===== config.mk =====
export PLATFORM = sky130hd
export DESIGN_NAME = fp_add_arbiter
export DESIGN_NICKNAME = d
export VERILOG_FILES = /design/src/rtl/fp_add_arbiter.sv
export SDC_FILE = /design/constraint.sdc
export NUM_CORES = 1
export LEC_CHECK = 0
export BUFFER_PORTS_ARGS = -buffer_cell sky130_fd_sc_hd__buf_4
export CORE_AREA = 2 2 164 166
export CTS_BUF_LIST = sky130_fd_sc_hd__clkbuf_16
export DETAILED_ROUTE_END_ITERATION = 7
export DIE_AREA = 0 0 166 168
export GPL_TIMING_DRIVEN = 0
export PLACE_DENSITY = 0.51
export REMOVE_ABC_BUFFERS = 1
export SLEW_MARGIN = 20
export SYNTH_ARGS = -nofsm -noshare
export SYNTH_HDL_FRONTEND = slang
export SYNTH_SLANG_ARGS = --single-unit

===== constraint.sdc =====
create_clock -name clk -period 2.5 [get_ports clk]
set_input_delay 0.25 -clock clk [delete_from_list [all_inputs] [get_ports clk]]
set_output_delay 0.25 -clock clk [all_outputs]
set_load 0.02 [all_outputs]

===== src/rtl/fp_add_arbiter.sv =====
// Round-robin arbiter sharing one combinational 32-bit floating-point
// add/sub unit between NUM_REQ requesters. One operation is in flight at a
// time: IDLE (grant and latch operands), EXEC (capture unit result),
// RESP (hold result until the owning requester accepts it).
module fp_add_arbiter #(
    parameter int NUM_REQ = 4,
    parameter int ID_W    = 2,
    parameter int CNT_W   = 16
) (
    input  logic                  clk,
    input  logic                  rst_n,
    input  logic [NUM_REQ-1:0]    req_valid,
    output logic [NUM_REQ-1:0]    req_ready,
    input  logic [32*NUM_REQ-1:0] req_a,
    input  logic [32*NUM_REQ-1:0] req_b,
    input  logic [NUM_REQ-1:0]    req_op,
    output logic [NUM_REQ-1:0]    resp_valid,
    input  logic [NUM_REQ-1:0]    resp_ready,
    output logic [31:0]           resp_result,
    output logic [ID_W-1:0]       resp_id,
    output logic [31:0]           fu_a,
    output logic [31:0]           fu_b,
    output logic                  fu_as,
    input  logic [31:0]           fu_result,
    output logic                  busy,
    output logic [CNT_W-1:0]      ops_done
);

    typedef enum logic [1:0] {
        IDLE = 2'd0,
        EXEC = 2'd1,
        RESP = 2'd2
    } state_t;

    localparam logic [ID_W:0] NUM_REQ_W = (ID_W + 1)'(NUM_REQ);

    state_t            state_q,       state_d;
    logic [ID_W-1:0]   rr_ptr_q,      rr_ptr_d;
    logic [ID_W-1:0]   owner_q,       owner_d;
    logic [31:0]       fu_a_q,        fu_a_d;
    logic [31:0]       fu_b_q,        fu_b_d;
    logic              fu_as_q,       fu_as_d;
    logic [31:0]       resp_result_q, resp_result_d;
    logic [ID_W-1:0]   resp_id_q,     resp_id_d;
    logic [CNT_W-1:0]  ops_done_q,    ops_done_d;

    logic              grant_found;
    logic [ID_W-1:0]   grant_id;
    logic [ID_W:0]     idx_sum;
    logic [ID_W:0]     rr_inc;

    // Round-robin search: first valid requester at or after rr_ptr, wrapping.
    always_comb begin
        // NOTE: every variable gets a default before any conditional
        // assignment, otherwise synthesis infers a latch to hold the old value.
        grant_found = 1'b0;
        grant_id    = '0;
        idx_sum     = '0;
        for (int k = 0; k < NUM_REQ; k++) begin
            idx_sum = {1'b0, rr_ptr_q} + (ID_W + 1)'(k);
            if (idx_sum >= NUM_REQ_W) begin
                idx_sum = idx_sum - NUM_REQ_W;
            end
            if (!grant_found && req_valid[idx_sum[ID_W-1:0]]) begin
                grant_found = 1'b1;
                grant_id    = idx_sum[ID_W-1:0];
            end
        end
    end

    // Next-state and register-update logic for the IDLE/EXEC/RESP sequence.
    always_comb begin
        state_d       = state_q;
        rr_ptr_d      = rr_ptr_q;
        owner_d       = owner_q;
        fu_a_d        = fu_a_q;
        fu_b_d        = fu_b_q;
        fu_as_d       = fu_as_q;
        resp_result_d = resp_result_q;
        resp_id_d     = resp_id_q;
        ops_done_d    = ops_done_q;
        rr_inc        = {1'b0, grant_id} + (ID_W + 1)'(1);

        case (state_q)
            IDLE: begin
                // A found grant is always a handshake: ready is only raised
                // for a requester that is already valid.
                if (grant_found) begin
                    fu_a_d   = req_a[32*int'(grant_id) +: 32];
                    fu_b_d   = req_b[32*int'(grant_id) +: 32];
                    fu_as_d  = req_op[grant_id];
                    owner_d  = grant_id;
                    rr_ptr_d = (rr_inc == NUM_REQ_W) ? '0 : rr_inc[ID_W-1:0];
                    state_d  = EXEC;
                end
            end
            EXEC: begin
                resp_result_d = fu_result;
                resp_id_d     = owner_q;
                state_d       = RESP;
            end
            RESP: begin
                if (resp_ready[owner_q]) begin
                    ops_done_d = ops_done_q + CNT_W'(1);
                    state_d    = IDLE;
                end
            end
            default: state_d = IDLE;
        endcase
    end

    // Handshake outputs: one-hot ready in IDLE, one-hot valid in RESP.
    always_comb begin
        req_ready  = '0;
        resp_valid = '0;
        if (state_q == IDLE && grant_found) begin
            req_ready[grant_id] = 1'b1;
        end
        if (state_q == RESP) begin
            resp_valid[owner_q] = 1'b1;
        end
    end

    // State and datapath registers.
    always_ff @(posedge clk or negedge rst_n) begin
        // NOTE: sequential state uses non-blocking assignments so every flop
        // samples its _d value from before the edge, independent of order.
        if (!rst_n) begin
            // NOTE: operand and result registers are reset too, so the unit
            // inputs and resp_result come up at a known zero value.
            state_q       <= IDLE;
            rr_ptr_q      <= '0;
            owner_q       <= '0;
            fu_a_q        <= '0;
            fu_b_q        <= '0;
            fu_as_q       <= 1'b0;
            resp_result_q <= '0;
            resp_id_q     <= '0;
            ops_done_q    <= '0;
        end else begin
            state_q       <= state_d;
            rr_ptr_q      <= rr_ptr_d;
            owner_q       <= owner_d;
            fu_a_q        <= fu_a_d;
            fu_b_q        <= fu_b_d;
            fu_as_q       <= fu_as_d;
            resp_result_q <= resp_result_d;
            resp_id_q     <= resp_id_d;
            ops_done_q    <= ops_done_d;
        end
    end

    assign fu_a        = fu_a_q;
    assign fu_b        = fu_b_q;
    assign fu_as       = fu_as_q;
    assign resp_result = resp_result_q;
    assign resp_id     = resp_id_q;
    assign busy        = (state_q != IDLE);
    assign ops_done    = ops_done_q;

endmodule


Word level (Yosys, flattened, before mapping). Index checks and enable logic that the tools add are counted. W data, S select, Z words.

Shifts and indexed selects: 2. $add $sub $neg: 9. Reductions and logical operators: 14. Mux-type cells: 34. Eq/ne operators: 5. Order comparisons: 12.

Operators with widths (number): $shiftx A128 B8 Y32 (2); $mux W2 (11); $lt A2 B3 Y1 const B (6); $add A16 B1 Y16 const B (1); $bmux W1 S2 (6); $mux W1 (12); $ge A3 B3 Y1 const B (3); $mux W4 (2); $sub A2 B1 Y2 const B (4); $add A2 B1 Y3 const B (2); $add A2 B2 Y3 const B (2); $logic_and A1 B1 Y1 (6); $pmux W2 S3 (1); $reduce_and A2 Y1 (3); $demux W1 S2 (2); $ge A2 B1 Y1 const B (2); $ne A2 B2 Y1 const B (2); $eq A3 B3 Y1 const B (1); $ge A2 B3 Y1 const B (1); $logic_not A1 Y1 (3); $eq A2 B1 Y1 const B (1); $eq A2 B2 Y1 const B (1); $logic_not A2 Y1 (1); $reduce_bool A2 Y1 (1).

Register bits: 121. Bits of input ports: 302. Word-level logic and storage cells: 85. Output and inout bits: 124.

Longest topological paths before layout.
Depth after elaboration: 19. Gate-level depth with buffers: 9. Gate-level depth less buffers: 7.

Least setup slack after synthesis. Ideal clock, no wire load.

Path kind: reg2out. From: reg state_q[1]. To: out req_ready[1]. Cell stages (with the launch flop): 8. Path slack: 0.424 ns. Arrival time: 1.826 ns. Path through: dfrtp_1 -> or2_1 -> a21o_1 -> buf_2 -> clkinv_2 -> o21ai_2 -> clkbuf_1 -> nor3_1.

Longest elaborated chain between the ends: 3.

RTL lines: start, declared (RTL line 37) `state_t state_q, state_d;`; start signal, assigned (RTL line 141) `state_q <= state_d;`; $logic_not A2 Y1 (RTL line 116) `if (state_q == IDLE && grant_found) begin`; $logic_and A1 B1 Y1 (RTL line 116); $mux W4 (RTL line 116); end, declared (RTL line 13) `output logic [NUM_REQ-1:0] req_ready,`.

No other way between the ends.

Final worst setup path.
From: reg rr_ptr_q[1]. To: out req_ready[3].

Longest elaborated chain between the ends: 19.

RTL lines: start, declared (RTL line 38) `logic [ID_W-1:0] rr_ptr_q, rr_ptr_d;`; start signal, assigned (RTL line 142) `rr_ptr_q <= rr_ptr_d;`; parallel branches: the longest is 18 deep, another holds $add A2 B1 Y3; $mux W4 * (RTL line 116).

Every way passes the cells marked *. The select of a mux whose other input is x is not followed.

==> out/summary.txt <==
Rows - 60
Top cells by area, synth - dfrtp_1 48%, mux2i_1 21%, o221ai_1 9.0%
CTS Buffer Depth - 2
Reg clk slew, reported paths - 0.07 ns
Tcrit/Tclk final - 96.3%
Synth unique cells - 38
Drt wl/cell - 18.8 um
Min Hold Slack - 0.0595 ns
Initial Utilization - 24.0%
CP Class - reg2out
Place WS - -0.130 ns
Max-slew violation count - 0
Fmax - 415 MHz
IO Port Bufs - 425
Power Density - 1200 nW/um2
Ys async rst share - 100%
Syn Std Cell Area - 6330 um2
Number of H-tree levels - 4
# placed instances - 1282
Util after Layout - 41.0%
Post-route setup slack - 0.0914 ns
Clock skew - 0.0142 ns
Status - complete, no violations
Die Wd - 166 um
Nets - 1272
Beginning of the worst register-to-register path - rr_ptr_q[1]
TritonRoute pass-1 iters - 6
# clock sinks - 121
Cell with the most instances after synthesis - mux2i_1
Reg2reg path depth - 7
Die area - 27900 um2
Global route overflow - 0
Crit-path max cell delay - 0.47 ns
Most frequent cells after synthesis - 131 x mux2i_1, 121 x dfrtp_1, 83 x nand2_1
Layout area overhead - 70.6%
Via count of the first global-routing pass - 6284
Crit. End Element - output pin
Global-route wire length before repair - 36.7 mm
Layout cell share with drive strength beyond 1 - 53.7%
Hold EP - resp_result[27]
Clock latency on the worst-skew pair - 0.42 ns
Drc violations - 0
Post-synth EDFFs - 0
Worst path required time - 2.25 ns
Crit-path slowest cell - dfrtp_2
Via-per-instance ratio - 4.64
Max FO, Critical Path - 13
Reg-to-Reg End - fu_b[19]
Slew headroom - 55.9%
Synth top area share - 47.8%
Syn Area/Cell - 11.6 um2
ANT cells - 0
Layout Cells excl Fill - 1322
Worst path cell trace - nand2b_1, a21o_4, nand2_8, buf_16, inv_1, ha_1, and2_1, buf_4
TritonCTS clock tree - done
Hpwl dp - 18.0 mm
Seq/Total Area, Yosys - 47.8%
WHS Path Cells - 2
Initial antenna violation count - 0
R2r setup slk - 0.31 ns
Register bit total from synthesis - 121
Final Hold Viols - 0
GPL Wtd Cong - 0.774
TritonCTS buffer count - 17
All-layer global routing usage - 16.9%
# setup viols final - 0
Synth Instances - 546
Peak supply drop - 0.655 mV
Root Driver - clkbuf_16
RSZ-0062 raised after global routing - yes
WL final - 24.9 mm
Core Area - 26400 um2
Min Clock Period, post-route - 2.41 ns
Min-Delay Path Class - in2reg
Actual slew at the worst max-slew pin - 0.659 ns
Dominant cell type by area after synthesis - dfrtp_1
Die Y - 168 um
Startpoint types - flop
Crit path DAT - 2.16 ns
Max Cap Viol - 0
Worst hold path startpoint - fu_result[27]
Top_reg_cell synth - dfrtp_1
Largest net degree at the start of global routing - 66
Iteration-0 DRC Markers - 301
Final antenna-violating net count - 0
P_leak - 0.00549 uW
Io pins - 426
YS warnings - 0
Total power - 13000 uW
Vias - 6135
[through the flow]
| step | instance area (um2) | TNS [ns] |
|---|---|---|
| 6_report | 10800 | 0 |
| 2_1_floorplan | 6120 | -204.63 |
| 5_1_grt | 10800 | -0.0650 |
| 3_3_place_gp | 9730 | -331.20 |
| 3_5_place_dp | 10000 | -0.148 |
| 4_1_cts | 10700 | -0.0125 |
[cells by family (layout without fill, tap and decap cells)]
family / count (synthesis) / after routing / share of synthesized area, %
AOI/OAI and AO/OA: 74 / 75 / 9.96
xor gates and xnor gates: 15 / 15 / 2.07
adders and majority gates: 2 / 2 / 0.395
buffers and inverters: 43 / 476 / 3.63
DFF: 121 / 121 / 47.8
muxes: 166 / 166 / 27.1
and+or+nand+nor: 125 / 126 / 9.03
[how the worst max path moves through the flow]
stage	depth (start not counted)	slack [ns]	end	start
finish	8	0.09	req_ready[3]	rr_ptr_q[1]
CTS	7	-0.01	req_ready[2]	rr_ptr_q[1]
floorplan	6	-3.17	req_ready[3]	rr_ptr_q[1]
global route	8	-0.04	req_ready[3]	rr_ptr_q[1]
detailed placement	8	-0.13	req_ready[2]	req_valid[3]
global placement	5	-5.37	fu_b[19]	rr_ptr_q[1]
[power breakdown]
group | total, uW | internal, uW | leakage (uW) | switching (uW)
Combinational | 7010 | 3270 | 0.00371 | 3740
Sequential | 3410 | 2870 | 0.00149 | 544
Clock | 2570 | 1510 | 0.000295 | 1060
Total | 13000 | 7650 | 0.00549 | 5340
[layout by cell type (no fill, tap or decap), types with 8 or more instances in the layout]
cell,synthesis,layout
xnor2_1,11,11
mux2i_1,131,130
dfrtp_1,121,120
buf_16,0,8
clkbuf_16,0,19
mux2_2,34,34
o221ai_1,65,65
nor2_1,10,9
nand2_1,83,81
buf_4,11,427
[sequential cells by signal (all words and copies together) (netlist names)]
register,count
fu_b,32
resp_result,32
resp_id,2
fu_as,1
rr_ptr_q,2
state_q,2
fu_a,32
owner_q,2
ops_done,16
[timing repair]
| action | in CTS | in global routing |
|---|---|---|
| hold buffers | 1 | 0 |
| hold endpoints to repair | 56 | 0 |
| resized for setup | 9 | 7 |
| pin swaps | 1 | 1 |
| setup endpoints to repair | 5 | 4 |
| cloned | 2 | 2 |
| setup buffers | 2 | 1 |
[critical path: cells and delay by family (launching register included)]
family / cells / cell delay [ns]
adders and majority gates: 1 / 0.18
and+or+nand+nor: 3 / 0.44
DFF: 1 / 0.47
buffers and inverters: 3 / 0.39
AOI/OAI and AO/OA: 1 / 0.27
[final cells by class]
| cell class | instances | area, um2 |
|---|---|---|
| fillers | 2593 | 15500 |
| repair buffers | 441 | 3540 |
| multi-input cells | 384 | 3200 |
| flip-flops and latches | 121 | 3030 |
| well taps | 341 | 427 |
| clock buffers | 17 | 425 |
| clock inverters | 15 | 178 |
| inverters | 3 | 12.5 |
[metal layers]
metal / GRT usage, % / vias to the layer above / wire length [um] / share of wire, %
li1: - / 2882 / - / -
met1: 19.3 / 2976 / 9690 / 39
met3: 4.72 / 23 / 1630 / 6.5
met2: 30.8 / 254 / 13100 / 53
met5: 0 / - / 0 / 0
met4: 5.10 / 0 / 455 / 1.8
(Power assumes the default switching activity.)
